==> src/rtl/vga_pkg.sv <==
// Shared timing constants, width helper and segment type for the VGA timing generator.
package vga_pkg;

  localparam int VGA_H_ACTIVE = 640;
  localparam int VGA_H_FP     = 16;
  localparam int VGA_H_SYNC   = 96;
  localparam int VGA_H_BP     = 48;
  localparam int VGA_V_ACTIVE = 480;
  localparam int VGA_V_FP     = 10;
  localparam int VGA_V_SYNC   = 2;
  localparam int VGA_V_BP     = 33;
  localparam bit VGA_HS_POL   = 1'b0;
  localparam bit VGA_VS_POL   = 1'b0;

  // 800x600@72, 50 MHz pixel clock, positive syncs
  localparam int SVGA_H_ACTIVE = 800;
  localparam int SVGA_H_FP     = 56;
  localparam int SVGA_H_SYNC   = 120;
  localparam int SVGA_H_BP     = 64;
  localparam int SVGA_V_ACTIVE = 600;
  localparam int SVGA_V_FP     = 37;
  localparam int SVGA_V_SYNC   = 6;
  localparam int SVGA_V_BP     = 23;
  localparam bit SVGA_HS_POL   = 1'b1;
  localparam bit SVGA_VS_POL   = 1'b1;

  typedef enum logic [1:0] {
    SEG_ACTIVE,
    SEG_FP,
    SEG_SYNC,
    SEG_BP
  } seg_e;

  function automatic int cnt_w(input int total);
    return (total > 1) ? $clog2(total) : 1;
  endfunction

endpackage

==> src/rtl/vga_axis_counter.sv <==
// One timing axis: wrapping counter with active/sync segment decode.
module vga_axis_counter
  import vga_pkg::*;
#(
  parameter int ACTIVE = VGA_H_ACTIVE,
  parameter int FP     = VGA_H_FP,
  parameter int SYNC   = VGA_H_SYNC,
  parameter int BP     = VGA_H_BP,
  parameter int W      = cnt_w(ACTIVE + FP + SYNC + BP)
) (
  input  logic         clk_i,
  input  logic         rst_i,
  input  logic         step,
  output logic [W-1:0] cnt,
  output logic         active,
  output logic         sync,
  output logic         wrap
);

  localparam int TOTAL = ACTIVE + FP + SYNC + BP;

  localparam logic [W-1:0] LAST  = W'(TOTAL - 1);
  localparam logic [W-1:0] A_END = W'(ACTIVE);
  localparam logic [W-1:0] S_BEG = W'(ACTIVE + FP);
  localparam logic [W-1:0] S_END = W'(ACTIVE + FP + SYNC);
  localparam logic [W-1:0] ONE   = W'(1);

  seg_e seg;

  always_comb begin
    seg = SEG_BP;
    unique case (1'b1)
      (cnt < A_END):                  seg = SEG_ACTIVE;
      (cnt >= A_END && cnt < S_BEG):  seg = SEG_FP;
      (cnt >= S_BEG && cnt < S_END):  seg = SEG_SYNC;
      default:                        seg = SEG_BP;
    endcase
  end

  assign active = (seg == SEG_ACTIVE);
  assign sync   = (seg == SEG_SYNC);
  assign wrap   = step && (cnt == LAST);

  always_ff @(posedge clk_i or negedge rst_i) begin
    if (!rst_i) begin
      cnt <= '0;
    end else if (step) begin
      cnt <= wrap ? '0 : cnt + ONE;
    end
  end

endmodule

==> src/rtl/vga_timing_gen.sv <==
// Parametrised VGA/DVI timing generator with registered, mutually aligned outputs.
// Optional colour-bar test pattern is built when VGA_TEST_PATTERN_EN is defined.
module vga_timing_gen
  import vga_pkg::*;
#(
  parameter int H_ACTIVE = VGA_H_ACTIVE,
  parameter int H_FP     = VGA_H_FP,
  parameter int H_SYNC   = VGA_H_SYNC,
  parameter int H_BP     = VGA_H_BP,
  parameter int V_ACTIVE = VGA_V_ACTIVE,
  parameter int V_FP     = VGA_V_FP,
  parameter int V_SYNC   = VGA_V_SYNC,
  parameter int V_BP     = VGA_V_BP,
  parameter bit HS_POL   = VGA_HS_POL,
  parameter bit VS_POL   = VGA_VS_POL,
  parameter int FRAME_W  = 8,
  parameter int COLOR_W  = 1,
  localparam int H_W = cnt_w(H_ACTIVE + H_FP + H_SYNC + H_BP),
  localparam int V_W = cnt_w(V_ACTIVE + V_FP + V_SYNC + V_BP)
) (
  input  logic               clk_i,
  input  logic               rst_i,
  input  logic               ce_i,
  output logic               hsync_o,
  output logic               vsync_o,
  output logic               de_o,
  output logic [H_W-1:0]     x_o,
  output logic [V_W-1:0]     y_o,
  output logic               line_start_o,
  output logic               frame_start_o,
  output logic [FRAME_W-1:0] frame_cnt_o,
  output logic [COLOR_W-1:0] red_o,
  output logic [COLOR_W-1:0] green_o,
  output logic [COLOR_W-1:0] blue_o
);

  if (H_ACTIVE < 1 || H_FP < 1 || H_SYNC < 1 || H_BP < 1 ||
      V_ACTIVE < 1 || V_FP < 1 || V_SYNC < 1 || V_BP < 1 ||
      FRAME_W < 1) begin : g_bad_param
    $error("vga_timing_gen: segment parameters and FRAME_W must be >= 1");
  end

  logic [H_W-1:0]     h_cnt;
  logic [V_W-1:0]     v_cnt;
  logic               h_act, h_sync, h_wrap;
  logic               v_act, v_sync, v_wrap;
  logic [FRAME_W-1:0] frame_cnt;

  vga_axis_counter #(
    .ACTIVE (H_ACTIVE),
    .FP     (H_FP),
    .SYNC   (H_SYNC),
    .BP     (H_BP),
    .W      (H_W)
  ) u_h (
    .clk_i  (clk_i),
    .rst_i  (rst_i),
    .step   (ce_i),
    .cnt    (h_cnt),
    .active (h_act),
    .sync   (h_sync),
    .wrap   (h_wrap)
  );

  // h_wrap already carries ce_i, so vertical steps once per line
  vga_axis_counter #(
    .ACTIVE (V_ACTIVE),
    .FP     (V_FP),
    .SYNC   (V_SYNC),
    .BP     (V_BP),
    .W      (V_W)
  ) u_v (
    .clk_i  (clk_i),
    .rst_i  (rst_i),
    .step   (h_wrap),
    .cnt    (v_cnt),
    .active (v_act),
    .sync   (v_sync),
    .wrap   (v_wrap)
  );

  always_ff @(posedge clk_i or negedge rst_i) begin
    if (!rst_i) begin
      frame_cnt <= '0;
    end else if (v_wrap) begin
      frame_cnt <= frame_cnt + FRAME_W'(1);
    end
  end

  logic de_n;
  assign de_n = h_act && v_act;

  // Strobes self-clear every clk; everything else holds when ce_i is low
  always_ff @(posedge clk_i or negedge rst_i) begin
    if (!rst_i) begin
      hsync_o       <= ~HS_POL;
      vsync_o       <= ~VS_POL;
      de_o          <= 1'b0;
      x_o           <= '0;
      y_o           <= '0;
      line_start_o  <= 1'b0;
      frame_start_o <= 1'b0;
      frame_cnt_o   <= '0;
    end else begin
      line_start_o  <= 1'b0;
      frame_start_o <= 1'b0;
      if (ce_i) begin
        hsync_o       <= h_sync ? HS_POL : ~HS_POL;
        vsync_o       <= v_sync ? VS_POL : ~VS_POL;
        de_o          <= de_n;
        x_o           <= h_cnt;
        y_o           <= v_cnt;
        line_start_o  <= (h_cnt == '0);
        frame_start_o <= (h_cnt == '0) && (v_cnt == '0);
        frame_cnt_o   <= frame_cnt;
      end
    end
  end

`ifdef VGA_TEST_PATTERN_EN
  if (H_ACTIVE % 8 != 0) begin : g_bad_pattern
    $error("vga_timing_gen: H_ACTIVE must be a multiple of 8");
  end

  localparam logic [H_W-1:0] H_LAST = H_W'(H_ACTIVE - 1);
  localparam logic [V_W-1:0] V_LAST = V_W'(V_ACTIVE - 1);

  logic [2:0]         bar;
  logic               border;
  logic [COLOR_W-1:0] r_n, g_n, b_n;

  always_comb begin
    bar = 3'd0;
    for (int k = 1; k < 8; k++) begin
      if (h_cnt >= H_W'(k * H_ACTIVE / 8)) bar = 3'(k);
    end
  end

  assign border = (h_cnt == '0) || (h_cnt == H_LAST) ||
                  (v_cnt == '0) || (v_cnt == V_LAST);

  always_comb begin
    r_n = '0;
    g_n = '0;
    b_n = '0;
    if (de_n && border) begin
      r_n = '1;
      g_n = '1;
      b_n = '1;
    end else if (de_n) begin
      r_n = {COLOR_W{bar[2]}};
      g_n = {COLOR_W{bar[1]}};
      b_n = {COLOR_W{bar[0]}};
    end
  end

  always_ff @(posedge clk_i or negedge rst_i) begin
    if (!rst_i) begin
      red_o   <= '0;
      green_o <= '0;
      blue_o  <= '0;
    end else if (ce_i) begin
      red_o   <= r_n;
      green_o <= g_n;
      blue_o  <= b_n;
    end
  end
`else
  assign red_o   = '0;
  assign green_o = '0;
  assign blue_o  = '0;
`endif

endmodule
==> config.mk <==
export PLATFORM = sky130hd
export DESIGN_NAME = vga_timing_gen
export DESIGN_NICKNAME = d
export VERILOG_FILES = /design/src/rtl/vga_pkg.sv /design/src/rtl/vga_axis_counter.sv /design/src/rtl/vga_timing_gen.sv
export SDC_FILE = /design/constraint.sdc
export NUM_CORES = 1
export LEC_CHECK = 0
export BUFFER_PORTS_ARGS = -buffer_cell sky130_fd_sc_hd__clkbuf_2
export CORE_MARGIN = 8
export CORE_UTILIZATION = 45
export CTS_CLUSTER_DIAMETER = 150
export DETAILED_ROUTE_END_ITERATION = 8
export PLACE_DENSITY = 0.65
export SLEW_MARGIN = 0
export SYNTH_ARGS = -nofsm -noshare
export SYNTH_HDL_FRONTEND = slang
export SYNTH_SLANG_ARGS = --single-unit
export TNS_END_PERCENT = 10
==> constraint.sdc <==
create_clock -name clk_i -period 4.95 [get_ports clk_i]
set_input_delay 0.2475 -clock clk_i [delete_from_list [all_inputs] [get_ports clk_i]]
set_output_delay 0.2475 -clock clk_i [all_outputs]
set_load 0.01 [all_outputs]
==> results.md, run 1 <==
- Drt total wl: 5179 µm
- Crit-path max FO: 42
- Finished Cell Area: 3127 µm²
- DRC Markers: 0
- Initial antenna violation count: 0
- Max IR drop VDD: 0.1531 mV
- Post-DR vias/cell: between 5 and 6
- Critical path launch point type: primary input
- H-tree depth: 3
- Status: complete, no violations
- Clock sinks: 61
- CTS tree: built
- Number of hold buffers added after CTS: 0
- Post-CTS resize count: 0
- Gp weighted congestion: between 0.8 and 0.9
- Commonest non-fill, non-tap cell in the layout: dfrtp_1
- I/O Buffers: 35
- R2R cell count: 5
- Antenna Cells: 0
- Nature of the critical path endpoint: flip-flop
- DIE AREA: 8819 µm²
- XOR/XNOR Fraction of Synth Area: 5.772%
- Total setup violations reported at the end of the flow: 0
- Cell count after placement: 324
- Die H: 93.91 µm
- Synth Instances: approximately 220
- Unrepaired setup endpoints after global routing: no
- ANT nets after route: 0
- TritonCTS buffer count: 9
- Fin nets: 268
- Hpwl dp: 3461 µm
- Global Route Usage Sum: between 10% and 20%
- Terminus of the critical flop-to-flop path: u_v.cnt[4]
- Slew Limit Headroom: between 30% and 40%
- Ys Warns: 0
- Vias in the first global route: 1909
- Placed cell area: 2945 µm²
- Post-Synth Simple-Gate Area: 17.09%
- DR vias: 1806
- Worst path required time: 5170 ps
- Initial Util: 46.41%
- Core area: 5886 µm²
- Most frequent cells in the layout: 59 x dfrtp_1, 35 x clkbuf_2, 29 x mux2_2
- Critical path class: primary input to flip-flop
- Cell accounting for the most synthesized area: dfrtp_1
- Post-synth top area share: ~54%
- Largest family of logic cells by synthesized area: simple AND/OR/NAND/NOR gates
- Share of the yosys chip area belonging to registers: 55.98%
- Clk root buf: clkbuf_8
- Slew Viols, Final: 0
- Mapped Area: 2731 µm²
- Final Util: 53.13%
- Layout cells sized above 1: 33.21%
- Worst EP arrival: ~2100 ps
- Power density cells: 356.5 nW/µm²
- Fill count: around 530
- Clk_skew: just over 8 ps
- Compound-Gate Fraction of Synth Area: approximately 2.7%
- Initial DRC count: 94
- Final hold violations: 0
- Synth top area cells: dfrtp_1 54%, mux2_2 12%, xnor2_1 2.9%, xor2_1 2.9%, nand3_1 2.7%
- Flops & latches, synth: 61
- Setup TNS Final: 0 ps
- Synth unique cells: 44
- Worst hold path type: primary input to asynchronous set/reset pin
- Wire per inst: approximately 15 µm
- Pin count of the biggest net entering global routing: 62
- Max clock buf depth: 2
- Clk pin slew, worst setup/hold paths: 60 ps
- Post-Synth Adder-Cell Area: 2.290%
- Fmax: 525.3 MHz
- Io pins: 39
- Final period utilization: 38.46%
- Drt pass-1 iters: 4
- Overall power: 0.001115 W
- Leakage power: 1.562 nW
- Worst-margin pin slew: 909.3 ps
- Global-route wire length before repair: around 9200 µm
- Grt total ovfl: 0
- R2R Setup Slk: 3070 ps
- # Post-CTS Setup Buffers: 0
- Synthesis-to-finish area growth: 14.48%
- Clk Latency, worst-skew pair: 330 ps
- R2R Path Start: u_h.cnt[1]
- Tmin final: 1904 ps
- Avg Inst Size Synth: 12.19 µm²
- Max-Cap Viols: 0
- Die Span X: 93.91 µm
- Final std cells w/o fill: 340
- Row Count: 28
- Proportion of synthesized area in mux cells: 12.32%
-- worst max-delay path: stages --
cell and delay [ps]:
clkbuf_2 670, and2_1 280, and3_1 460, nand4_1 160
mux2_2 290
-- worst max path at each step --
stage,startpoint,endpoint,slack (ps),cells after the start
after global routing,ce_i,u_v.cnt[4],2820,5
after CTS,ce_i,u_v.cnt[4],3040,5
after detailed placement,ce_i,u_v.cnt[4],2680,5
final,ce_i,u_v.cnt[4],3050,5
after global placement,ce_i,u_v.cnt[4],2690,5
after floorplan,u_h.cnt[0],u_v.cnt[4],3330,6
-- through the flow --
step / hold WS, ps / setup WS [ps]
after CTS: 90.84 / 3039
after floorplan: -48.09 / 3330
after detailed placement: 454.5 / 2676
after global routing: 145.2 / 2823
final: 65.56 / 3046
after global placement: 453.1 / 2694
-- report_power, final --
part	internal (W)	total [W]	leakage (nW)	switching, W
Combinational	0.0000610	0.000124	0.688	0.0000634
Clock	0.000223	0.000400	0.0937	0.000177
Sequential	0.000539	0.000590	0.779	0.0000510
Total	0.000823	0.00111	1.56	0.000292
-- cell type report --
| type | count | area (µm²) | share of cell area, % |
|---|---|---|---|
| clock inverter | 1 | 5.005 | 0.1601 |
| clock buffer | 15 | 176.4 | 5.642 |
| multi-input combinational | 144 | 1110 | 35.49 |
| sequential | 61 | 1529 | 48.90 |
| inverter | 8 | 30.03 | 0.9604 |
| timing repair buffer | 36 | 182.7 | 5.842 |
| tap | 75 | 93.84 | 3.001 |
-- Yosys cell counts (all sizes together) --
| cell type | count |
|---|---|
| o21ai | 7 |
| nor2b | 2 |
| nand3 | 17 |
| nand2 | 9 |
| or2b | 1 |
| or2 | 1 |
| dfrtp | 59 |
| or3 | 1 |
| mux2i | 1 |
| a21o | 1 |
| ha | 5 |
| o22ai | 1 |
| xnor2 | 9 |
| inv | 8 |
| nand4 | 7 |
| buf | 10 |
| a31oi | 1 |
| dfstp | 2 |
| clkbuf | 3 |
| and4 | 3 |
| nand4b | 1 |
| and4b | 1 |
| xor2 | 9 |
| and4bb | 1 |
| mux2 | 29 |
| nor2 | 9 |
| nor4 | 8 |
| nor3 | 3 |
| a21oi | 2 |
| o32a | 1 |
| and2 | 1 |
| conb | 1 |
| and3 | 7 |
| nor4b | 2 |
| and2b | 1 |
-- cell families after synthesis --
logic type               after synthesis
other                                  1
multiplexers                          30
AO/OA/AOI/OAI                         13
AND/OR/NAND/NOR                       75
flip-flops                            61
XOR/XNOR                              18
adder cells (fa/ha/maj)                5
buffers and inverters                 21
-- metal layers --
metal / global-route usage, % / vias up / share of wire [%]
li1: - / 862 / -
met1: 16.15 / 895 / 46
met2: 20.19 / 42 / 45
met3: 4.796 / 7 / 6.5
met4: 6.473 / 0 / 1.9
met5: 0 / - / 0
-- state kept, by name, indices dropped and copies added, names as in the netlist, 8 cells and up --
| signal | flops |
|---|---|
| u_h.cnt | 10 |
| y_o | 10 |
| frame_cnt | 8 |
| frame_cnt_o | 8 |
| x_o | 10 |
| u_v.cnt | 10 |
(Power assumes the default switching activity.)
==> inputs of run 2 (changes only) <==
--- a/config.mk
+++ b/config.mk
@@ -10,7 +10,7 @@
 export CORE_UTILIZATION = 45
 export CTS_CLUSTER_DIAMETER = 150
 export DETAILED_ROUTE_END_ITERATION = 8
-export PLACE_DENSITY = 0.65
+export PLACE_DENSITY = 0.68
 export SLEW_MARGIN = 0
 export SYNTH_ARGS = -nofsm -noshare
 export SYNTH_HDL_FRONTEND = slang
==> constraint.sdc (replaced) <==
create_clock -name clk_i -period 1.55 [get_ports clk_i]
set_input_delay 0.0775 -clock clk_i [delete_from_list [all_inputs] [get_ports clk_i]]
set_output_delay 0.0775 -clock clk_i [all_outputs]
set_load 0.01 [all_outputs]
==> run 2 against run 1 <==
Effect of this change: the flow now finishes with violations (negative setup slack); clock power increased to 3.6 times the previous value; combinational power increased to 5.2 times the previous value; sequential cell count unchanged; clock skew about the same; first-iteration DRC count increased by 37%; hold slack improved by 130 ps; core utilization increased by 8.0 points; via count increased by 8.7%; critical path type is now flip-flop to flip-flop.
==> results.md, run 2 (same netlist as run 1, synthesis figures left out) <==
- Clk Latency, worst-skew pair: about 330 ps
- DR vias: just under 2000
- Global Route Usage Sum: 14.21%
- H-tree depth: 3
- Synthesis-to-finish area growth: 31.79%
- Fin Hold WS: 200.6 ps
- R2R cell count: 6
- Critical path depth: 6
- Slew Viols, Final: 0
- CTS tree: built
- Io pins: 39
- Final std cells w/o fill: 377
- Clk pin slew, worst setup/hold paths: ~70 ps
- Hold depth: 3
- Crit path cell chain: ha_2 -> and4bb_4 -> nand3_4 -> buf_6 -> nor2_4 -> mux2_4
- Worst path required time: roughly 1800 ps
- Drt total wl: 5978 µm
- Hpwl dp: 3967 µm
- Max IR drop VDD: 0.7152 mV
- Layout cells sized above 1: 47.02%
- Die H: 93.91 µm
- Initial antenna violation count: 0
- R2R Path Start: u_h.cnt[1]
- Critical path launch point type: flip-flop
- I/O Buffers: 35
- Hold path endpoint: vsync_o
- Antenna Cells: 0
- Final period utilization: 106.1%
- Most Used Layer, Global Route: met2
- Grt total ovfl: 0
- Vias in the first global route: 2009
- TritonCTS buffer count: 9
- Unrepaired setup endpoints after global routing: yes
- Clock sinks: 61
- Fmax: approximately 600 MHz
- Initial DRC count: between 100 and 150
- Critical path class: flip-flop to flip-flop
- Total setup violations reported at the end of the flow: 5
- Post-DR vias/cell: 5.210
- Final worst-path setup slack: -94.41 ps
- ANT nets after route: 0
- Cell count after placement: between 300 and 400
- Initial Util: a little under half
- Nature of the critical path endpoint: flip-flop
- Core area: 5886 µm²
- Tmin final: 1644 ps
- Setup TNS Final: -213.8 ps
- Gp weighted congestion: 0.8599
- Max-Cap Viols: 0
- Pin count of the biggest net entering global routing: 62
- Crit-path max FO: 6
- Critical path buffers and inverters: 1
- Wire per inst: between 15 and 20 µm
- Worst hold path type: primary input to flip-flop
- Clk_skew: ~8.1 ps
- Max clock buf depth: 2
- Commonest non-fill, non-tap cell in the layout: dfrtp_1
- Row Count: 28
- Clk root buf: clkbuf_8
- Fin nets: between 300 and 400
- Overall power: 0.003892 W
- Met2 GRT Util: 22.11%
- Worst path slowest cell: dfrtp_1
- Met3 usage: 3.517%
- Leakage power: ~1.8 nW
- Terminus of the critical flop-to-flop path: frame_cnt[1]
- Largest stage delay on the critical path: 350 ps
- Power density cells: 1081 nW/µm²
- DIE AREA: 8819 µm²
- Failing checks: negative setup slack
- Worst EP arrival: 1860 ps
- Drt pass-1 iters: 4
- Delay-heaviest family, CP: simple AND/OR/NAND/NOR gates
- Hold Startpoint: ce_i
- DRC Markers: 0
- Worst Setup Slack post-DPL: -74.47 ps
- Die Span X: 93.91 µm
- Final hold violations: 0
- Status: finished, violations left
- Most frequent cells in the layout: 59 x dfrtp_1, 35 x clkbuf_2, 32 x buf_4
- Met1 usage: 17.78%
- Global-route wire length before repair: 9936 µm
- R2R Setup Slk: -90 ps
## run 2: how the worst max path moves through the flow
stage / to / start / slack (ps)
after global routing: frame_cnt[1] / u_h.cnt[0] / -170
final: frame_cnt[1] / u_h.cnt[1] / -90
after floorplan: u_v.cnt[4] / u_h.cnt[0] / -40
after global placement: frame_cnt[7] / u_v.cnt[5] / -50
after CTS: frame_cnt[1] / u_v.cnt[5] / -40
after detailed placement: u_v.cnt[9] / u_h.cnt[0] / -70
## run 2: final cells by class
cell class | count | area, µm²
clock buffer | 13 | 168.9
clock inverter | 3 | 42.54
fill | 478 | 2286
inverter | 8 | 30.03
multi-input combinational | 144 | 1236
sequential | 61 | 1529
tap | 75 | 93.84
timing repair buffer | 73 | 499.2
## run 2: worst reg2reg max path, cell delays in order, from the launching register on
cell and delay, ps:
dfrtp_1 350, ha_2 180, and4bb_4 270, nand3_4 130
buf_6 160, nor2_4 130, mux2_4 310
## run 2: timing repair
action,in CTS,in global routing
hold buffers,1,0
buffers inserted,0,6
endpoints found under the hold margin,59,0
resized for setup,8,19
pin swaps,0,14
endpoints found under the setup margin,8,14
## run 2: report_power, final
| part | switching, W | internal, W | total [W] |
|---|---|---|---|
| Sequential | 0.0000625 | 0.00172 | 0.00179 |
| Clock | 0.000591 | 0.000872 | 0.00146 |
| Combinational | 0.000344 | 0.000299 | 0.000643 |
## run 2: through the flow
stage	utilization [%]	area [µm²]
floorplan	-	2744
detailed placement	54.38	3201
CTS	58.91	3467
global placement	54.38	3201
global route	61.16	3600
finish	61.16	3600
## run 2: layer usage
| metal | wire length, µm | vias up | share of wire, % |
|---|---|---|---|
| met2 | 2928 | 37 | 49 |
| met4 | 116 | 0 | 1.9 |
| met5 | 0 | - | 0 |
| li1 | - | 933 | - |
| met3 | 282 | 8 | 4.7 |
| met1 | 2650 | 986 | 44 |
==> inputs of run 3 (changes only) <==
--- a/config.mk
+++ b/config.mk
@@ -6,11 +6,14 @@
 export NUM_CORES = 1
 export LEC_CHECK = 0
 export BUFFER_PORTS_ARGS = -buffer_cell sky130_fd_sc_hd__clkbuf_2
+export CELL_PAD_IN_SITES_DETAIL_PLACEMENT = 0
+export CELL_PAD_IN_SITES_GLOBAL_PLACEMENT = 1
 export CORE_MARGIN = 8
-export CORE_UTILIZATION = 45
+export CORE_UTILIZATION = 41
 export CTS_CLUSTER_DIAMETER = 150
 export DETAILED_ROUTE_END_ITERATION = 8
-export PLACE_DENSITY = 0.68
+export PLACE_DENSITY = 0.75
+export REMOVE_ABC_BUFFERS = 1
 export SLEW_MARGIN = 0
 export SYNTH_ARGS = -nofsm -noshare
 export SYNTH_HDL_FRONTEND = slang
==> run 3 against run 2 <==
Effect of this change: the run still ends with negative setup slack left; sequential share of layout area rose by 1.2 points; setup slack got worse by 4.9 ps; power is 4.1% lower; count of clock-buffer cells in the layout grew 2; combinational power barely moved; critical path depth did not move; cell area is 2.7% lower; die area increased by 8.1%; cell count unchanged; first-iteration DRC count fell by 50%; global-route usage fell by 1.2 points; largest cell class unchanged; largest power group unchanged; highest routed layer unchanged.
==> results.md, run 3 (same netlist as run 1, synthesis figures left out) <==
- DR vias: 1934
- Worst path required time: 1800 ps
- Initial DRC count: 65
- Wire per inst: between 15 and 20 µm
- I/O Buffers: 35
- Final period utilization: 106.4%
- Layout cells sized above 1: approximately 45%
- Power density cells: 1066 nW/µm²
- Max-Cap Viols: 0
- Io pins: 39
- Multi-input gate area: roughly 1200 µm²
- Critical path depth: 6
- Crit-path max FO: 6
- Clk pin slew, worst setup/hold paths: 60 ps
- Most frequent cells in the layout: 59 x dfrtp_1, 35 x clkbuf_2, 31 x buf_4
- Hpwl dp: ~4000 µm
- DIE AREA: 9530 µm²
- Pin count of the biggest net entering global routing: 62
- Initial antenna violation count: 0
- Post-DR vias/cell: just over 5
- Worst EP arrival: about 1900 ps
- Max IR drop VDD: 0.8224 mV
- Nature of the critical path endpoint: flip-flop
- Worst path slowest cell: dfrtp_1
- TritonCTS buffer count: 9
- Die Span X: 97.62 µm
- Failing checks: negative setup slack
- R2R cell count: 6
- Crit path cell chain: ha_2 -> and4bb_4 -> nand3_4 -> buf_4 -> nor4_2 -> xor2_1
- Vias in the first global route: slightly above 2000
- Slew Viols, Final: 0
- Max clock buf depth: 2
- Critical path buffers and inverters: 1
- Clock sinks: 61
- Antenna Cells: 0
- Core area: 6386 µm²
- Tmin final: 1649 ps
- Status: finished, violations left
- Fill count: 568
- Drt total wl: roughly 5800 µm
- Row Count: 29
- Critical path launch point type: flip-flop
- Clk root buf: clkbuf_8
- CTS tree: built
- DRC Markers: 0
- Worst Setup Slack post-DPL: -38.81 ps
- Leakage power: around 1.7 nW
- ANT nets after route: 0
- Total setup violations reported at the end of the flow: 11
- Setup TNS Final: -304.2 ps
- Delay-heaviest family, CP: simple AND/OR/NAND/NOR gates
- Drt pass-1 iters: 4
- Clk Latency, worst-skew pair: 340 ps
- Final Util: between 50% and 60%
- Clk_skew: 6.708 ps
- Global-route wire length before repair: 10030 µm
- Commonest non-fill, non-tap cell in the layout: dfrtp_1
- Synthesis-to-finish area growth: 28.17%
- Grt total ovfl: 0
- Fin nets: 303
- Worst hold path type: primary input to flip-flop
- Largest stage delay on the critical path: 370 ps
- Initial Util: 42.77%
- Unrepaired setup endpoints after global routing: yes
- Final worst-path setup slack: -99.29 ps
- H-tree depth: 3
- Gp weighted congestion: 0.8296
- Critical path class: flip-flop to flip-flop
- Hold depth: 3
- Fmax: between 600 and 700 MHz
- Die H: 97.62 µm
- Reg area: roughly 1500 µm²
- Final hold violations: 0
- Global Route Usage Sum: 12.98%
[run 3: worst reg2reg max path: cells and delay by family (launching register included)]
family	cells	cell delay, ps
XOR/XNOR	1	190
adder cells (fa/ha/maj)	1	190
buffers and inverters	1	160
flip-flops	1	370
AND/OR/NAND/NOR	3	660
[run 3: cell type report]
cell class	count	area share, %
multi-input cells	144	33.81
repair buffers	71	13.72
inverters	8	0.8578
clock buffers	15	5.039
flip-flops and latches	61	43.67
well taps	77	2.752
clock inverters	1	0.1430
[run 3: metrics by stage]
step                      power (W)  cell area (µm²)  cells  hold WS, ps
after floorplan            0.002119             2669    213       -218.1
after global placement     0.002424             3206    357        117.2
after detailed placement   0.002437             3206    357        117.7
after CTS                  0.003774             3422    374        176.3
after global routing       0.003934             3501    377        216.7
final                      0.003731             3501    377        193.5
[run 3: what timing repair did]
item	4_1_cts	5_1_grt
endpoints found under the hold margin	59	0
pin swaps	0	6
buffers inserted	0	3
hold buffers	1	0
endpoints found under the setup margin	10	16
resized for setup	6	11
[run 3: worst paths after layout]
| kind | startpoint | end | slack [ps] |
|---|---|---|---|
| setup / recovery | u_h.cnt[1] | frame_cnt[7] | -100 |
| hold / removal | ce_i | vsync_o | 190 |
| setup reg to reg | u_h.cnt[1] | frame_cnt[7] | -100 |
| hold reg to reg | vsync_o | vsync_o | 500 |
| max in group asynchronous | rst_i | hsync_o | 950 |
| min in group asynchronous | rst_i | y_o[3] | 270 |
[run 3: per-layer routing]
layer	up-vias	track usage, %	wire [µm]
met3	9	4.836	295
met5	-	0	0
met1	948	16.44	2872
li1	936	-	-
met4	0	7.110	105
met2	41	18.57	2576
[run 3: report_power, final]
group	switching [W]	internal, W
Clock	0.000588	0.000711
Combinational	0.000339	0.000306
Sequential	0.0000646	0.00172
